File: config.mk
export PLATFORM = sky130hd
export DESIGN_NAME = cla_pipelined_seg
export DESIGN_NICKNAME = d
export VERILOG_FILES = /design/src/rtl/cla_pipelined_seg.sv
export SDC_FILE = /design/constraint.sdc
export NUM_CORES = 2
export LEC_CHECK = 0
export ABC_AREA = 1
export ABC_CLOCK_PERIOD_IN_PS = 22900
export BUFFER_PORTS_ARGS = -buffer_cell sky130_fd_sc_hd__buf_2
export CAP_MARGIN = 5
export CORE_MARGIN = 4
export CORE_UTILIZATION = 55
export CTS_BUF_LIST = sky130_fd_sc_hd__clkbuf_4
export DETAILED_ROUTE_END_ITERATION = 8
export MAX_ROUTING_LAYER = met4
export PLACE_DENSITY = 0.75
export SLEW_MARGIN = 40
export SYNTH_ARGS = -nofsm -noshare
export SYNTH_HDL_FRONTEND = slang
export SYNTH_SLANG_ARGS = --single-unit
File: constraint.sdc
create_clock -name clk -period 22.9 [get_ports clk]
set_clock_uncertainty 0.05 [all_clocks]
set_input_delay 3.435 -clock clk [delete_from_list [all_inputs] [get_ports clk]]
set_output_delay 3.435 -clock clk [all_outputs]
set_load 0.02 [all_outputs]
File: src/rtl/cla_pipelined_seg.sv
// Segmented pipelined adder/subtractor: one SEG-bit carry segment per stage,
// valid/ready handshake with a single global advance that stalls the whole pipe.
module cla_pipelined_seg #(
    parameter int W  = 128,
    parameter int S  = 4,
    parameter int TW = 4
) (
    input  logic          clk,
    input  logic          rst,
    input  logic          in_valid,
    output logic          in_ready,
    input  logic          in_sub,
    input  logic [W-1:0]  in_op1,
    input  logic [W-1:0]  in_op2,
    input  logic [TW-1:0] in_tag,
    output logic          out_valid,
    input  logic          out_ready,
    output logic [W-1:0]  out_sum,
    output logic          out_cout,
    output logic          out_ovf,
    output logic [TW-1:0] out_tag
);
    localparam int SEG = W / S;

    logic w_adv;

    assign w_adv    = ~out_valid | out_ready;
    assign in_ready = w_adv;

    genvar gi;
    generate
        for (gi = 0; gi < S; gi++) begin : g_stage
            // Operand bits still to be added when entering this stage.
            localparam int OP_W = W - gi * SEG;

            logic                    w_v_in;
            logic                    w_c_in;
            logic [TW-1:0]           w_tag_in;
            logic [OP_W-1:0]         w_a_in;
            logic [OP_W-1:0]         w_b_in;
            logic [SEG:0]            w_seg;
            logic [(gi+1)*SEG-1:0]   w_sum_next;

            logic                    r_v;
            logic                    r_c;
            logic [TW-1:0]           r_tag;
            logic [(gi+1)*SEG-1:0]   r_sum;

            assign w_seg = {1'b0, w_a_in[SEG-1:0]} + {1'b0, w_b_in[SEG-1:0]}
                         + {{SEG{1'b0}}, w_c_in};

            if (gi == 0) begin : g_src
                // Bubbles enter as all-zero data so idle outputs read as zero.
                assign w_v_in     = in_valid;
                assign w_c_in     = in_valid & in_sub;
                assign w_tag_in   = in_valid ? in_tag : '0;
                assign w_a_in     = in_valid ? in_op1 : '0;
                assign w_b_in     = in_valid ? (in_sub ? ~in_op2 : in_op2) : '0;
                assign w_sum_next = w_seg[SEG-1:0];
            end else begin : g_src
                assign w_v_in     = g_stage[gi-1].r_v;
                assign w_c_in     = g_stage[gi-1].r_c;
                assign w_tag_in   = g_stage[gi-1].r_tag;
                assign w_a_in     = g_stage[gi-1].g_opnd.r_a;
                assign w_b_in     = g_stage[gi-1].g_opnd.r_b;
                assign w_sum_next = {w_seg[SEG-1:0], g_stage[gi-1].r_sum};
            end

            always_ff @(posedge clk or posedge rst) begin
                if (rst) begin
                    r_v   <= 1'b0;
                    r_c   <= 1'b0;
                    r_tag <= '0;
                    r_sum <= '0;
                end else if (w_adv) begin
                    r_v   <= w_v_in;
                    r_c   <= w_seg[SEG];
                    r_tag <= w_tag_in;
                    r_sum <= w_sum_next;
                end
            end

            if (gi < S - 1) begin : g_opnd
                // Only the not-yet-consumed upper segments travel onward.
                logic [OP_W-SEG-1:0] r_a;
                logic [OP_W-SEG-1:0] r_b;

                always_ff @(posedge clk or posedge rst) begin
                    if (rst) begin
                        r_a <= '0;
                        r_b <= '0;
                    end else if (w_adv) begin
                        r_a <= w_a_in[OP_W-1:SEG];
                        r_b <= w_b_in[OP_W-1:SEG];
                    end
                end
            end else begin : g_top
                logic r_ovf;

                // Carry-in XOR carry-out of the MSB, expressed via operand/result signs.
                always_ff @(posedge clk or posedge rst) begin
                    if (rst) begin
                        r_ovf <= 1'b0;
                    end else if (w_adv) begin
                        r_ovf <= (w_a_in[OP_W-1] == w_b_in[OP_W-1])
                               & (w_seg[SEG-1] ^ w_a_in[OP_W-1]);
                    end
                end
            end
        end
    endgenerate

    assign out_valid = g_stage[S-1].r_v;
    assign out_sum   = g_stage[S-1].r_sum;
    assign out_cout  = g_stage[S-1].r_c;
    assign out_ovf   = g_stage[S-1].g_top.r_ovf;
    assign out_tag   = g_stage[S-1].r_tag;

endmodule

==> flow_summary.toml <==
[status]
status = "finished, final reports clean"

[timing]
fin_tns_setup_ns = 0
worst_slew_pin_slew_ns = 0.8425
finalHoldViolCount = 0
max_slew_margin = 0.4384
fin_crit_sh = 0.3577
final-setup-viol-count = 0
hold_slack_ns = 0.4064
min_period_ns = 8.192
drv_slew = 0
fmax_mhz = 122.1
rsz0062_at_grt = "no"

[finish]
final_core_util = 0.6307
nets = 5933
syn_to_final_growth_pct = 13.11
drive_above_1_share = 0.1405
final_cells = 6602

[detailed_routing]
met1_length_mm = 44.26
wl_met3_mm = 5.506
drt-wirelength-per-cell_um = 14.88
drtIter0Drc = 2528
ant_nets = 0
dr_wl_met2_mm = 45.89
routed_wl_mm = 98.22
dr.pass1.iters = 6
vias = 33150
drc = 0
top_layer_used = "met4"
via_per_inst = 5.021

[die]
die_w_um = 272.1
start_util = 0.5576
coreArea_um2 = 68830
row_count = 96
dieArea_um2 = 74060
ioPinCount = 401
die_h_um = 272.1

[power]
p_leak_nw = 24.12
p_total_mw = 4.969
vdd_drop_max_mv = 0.07855
powerDensity_nw_per_um2 = 114.5

[yosys]
async_flop_share = 1.000
ys_warn_count = 0
syn_inst = 5113
syn_area_um2 = 38380
synth-seq-area-share = 0.4754
synth-edff-count = 0
synth_nets = 5510
ys_types = 38
synth_area_per_cell_um2 = 7.505
ys_ff_latch = 729
synth-main-ff-cell = "dfrtp_1"

[cts]
post_cts_buffers = 0
cts_max_level = 4
clock_path_buffers = 3
cts-hold-fix-buffers = 0
cts_root_buffer = "clkbuf_4"
cts_buffers = 187
cts_tree = "built"
clkLatencyLatePin_ns = 0.99
numClockSinks = 729
cts_resized = 0
clk_pin_slew_ns = 0.06

[setup_path]
required_ns = 19.42
crit_arrival_ns = 4.71
startpoint_type = "input pin"
setup.worst_path.class = "in2out"
end_kind = "output pin"
worstPathMaxFanout = 89

[grt]
first_global_vias = 31950
grt_max_degree = 161
grt_usage = 0.2732
antenna_found_initial = 5
grt_pass1_wl_mm = 161.1
gr-total-overflow = 0

[flow_run]
max_cap_violations = 0

[place]
hpwl_mm = 70.49
numPortBuffers = 400
place_inst = 6277
place_congestion = 0.9664

[hold_path]
min_path_type = "reg2reg"
synth_stat cells (7+ instances only):
master,number,share of area
a21oi_1,88,0.011
and2_1,9,0.0015
buf_1,15,0.0015
buf_2,96,0.013
buf_4,9,0.0018
clkbuf_1,76,0.0074
dfrtp_1,729,0.48
fa_1,8,0.0042
ha_1,124,0.040
inv_1,743,0.073
inv_2,7,0.00068
nand2_1,1899,0.19
nand2_2,31,0.0051
nand3_1,247,0.032
nand3_2,13,0.0034
nand4_1,27,0.0044
nor2_1,226,0.022
nor2_2,14,0.0023
nor3_1,20,0.0026
o21ai_0,483,0.063
o21ai_1,18,0.0023
o21bai_1,8,0.0016
o22ai_1,55,0.0090
or2_1,10,0.0016
xnor2_1,109,0.025
xor2_1,15,0.0034
through the flow:
step,area (µm²),worst slack [ns]
after floorplan,38380,9.427
after global placement,40900,14.54
after detailed placement,41020,14.52
final,43410,14.71
after global routing,43410,14.59
after CTS,43330,14.51
cells by family (layout without fill, tap and decap cells):
| kind of cell | after synthesis | count (layout) | share of synthesized area |
|---|---|---|---|
| AND/OR/NAND/NOR | 2516 | 2516 | 0.2650 |
| buffers and inverters | 946 | 1498 | 0.09654 |
| flip-flops | 729 | 729 | 0.4754 |
| AO/OA/AOI/OAI | 666 | 666 | 0.09022 |
| adder cells (fa/ha/maj) | 132 | 132 | 0.04460 |
| XOR/XNOR | 124 | 124 | 0.02830 |
| other | 0 | 6 | 0 |
state kept, by name, indices dropped and copies added, names as in the netlist:
| register | flops |
|---|---|
| out_cout | 1 |
| out_tag | 4 |
| out_valid | 1 |
| g_stage.r_sum | 192 |
| out_ovf | 1 |
| g_stage.g_opnd.r_a | 192 |
| g_stage.r_tag | 12 |
| g_stage.r_c | 3 |
| g_stage.r_v | 3 |
| out_sum | 128 |
| g_stage.g_opnd.r_b | 192 |
where the power goes:
group          switching, mW  internal, mW  total [mW]
clock                  0.534         0.568        1.10
sequential             0.253          1.76        2.01
combinational           1.26         0.596        1.85
total                   2.05          2.92        4.97
layer usage:
metal  global-route usage  vias to the layer above
met3              0.04739                      170
met5                    -                        -
li1                     -                    16760
met2               0.4246                      868
met4              0.09775                        0
met1               0.3657                    15350
layout by cell type (no fill, tap or decap), types with 5 or more instances in the layout:
cell,instances
a21o_1,5
a21oi_1,88
and2_1,9
buf_12,5
buf_2,398
buf_4,8
buf_6,16
clkbuf_4,267
clkinv_1,35
dfrtp_1,729
diode_2,6
fa_1,8
ha_1,124
inv_1,742
inv_2,8
nand2_1,1898
nand2_2,31
nand3_1,247
nand3_2,13
nand4_1,27
nor2_1,226
nor2_2,13
nor3_1,20
o21ai_0,483
o21ai_1,18
o21bai_1,8
o22ai_1,55
or2_0,5
or2_1,10
or2_2,5
xnor2_1,109
xor2_1,15
worst max-delay path, cell delays in order:
cell and delay (ns):
buf_2 0.11, nor2_4 0.09, buf_6 0.46, inv_8 0.24
buf_2 0.27
layout make-up:
| cell class | count | area (µm²) |
|---|---|---|
| well taps | 931 | 1165 |
| multi-input cells | 3438 | 16440 |
| inverters | 750 | 2826 |
| fillers | 6293 | 25420 |
| flip-flops and latches | 729 | 18240 |
| clock inverters | 51 | 310.3 |
| clock buffers | 267 | 2004 |
| diodes | 6 | 15.01 |
| repair buffers | 430 | 2401 |
worst paths after layout:
kind                                start  cells after the start  slack [ns]                       end
hold reg to reg            g_stage[1].r_v                      2        0.41            g_stage[2].r_v
hold / removal             g_stage[1].r_v                      2        0.41            g_stage[2].r_v
setup / recovery                out_ready                      5       14.71                  in_ready
setup reg to reg                out_valid                     10       19.24                  out_cout
min in group asynchronous             rst                      2        2.46  g_stage[1].g_opnd.r_a[9]
max in group asynchronous             rst                      5       18.47      g_stage[2].r_sum[33]
(Power assumes the default switching activity.)
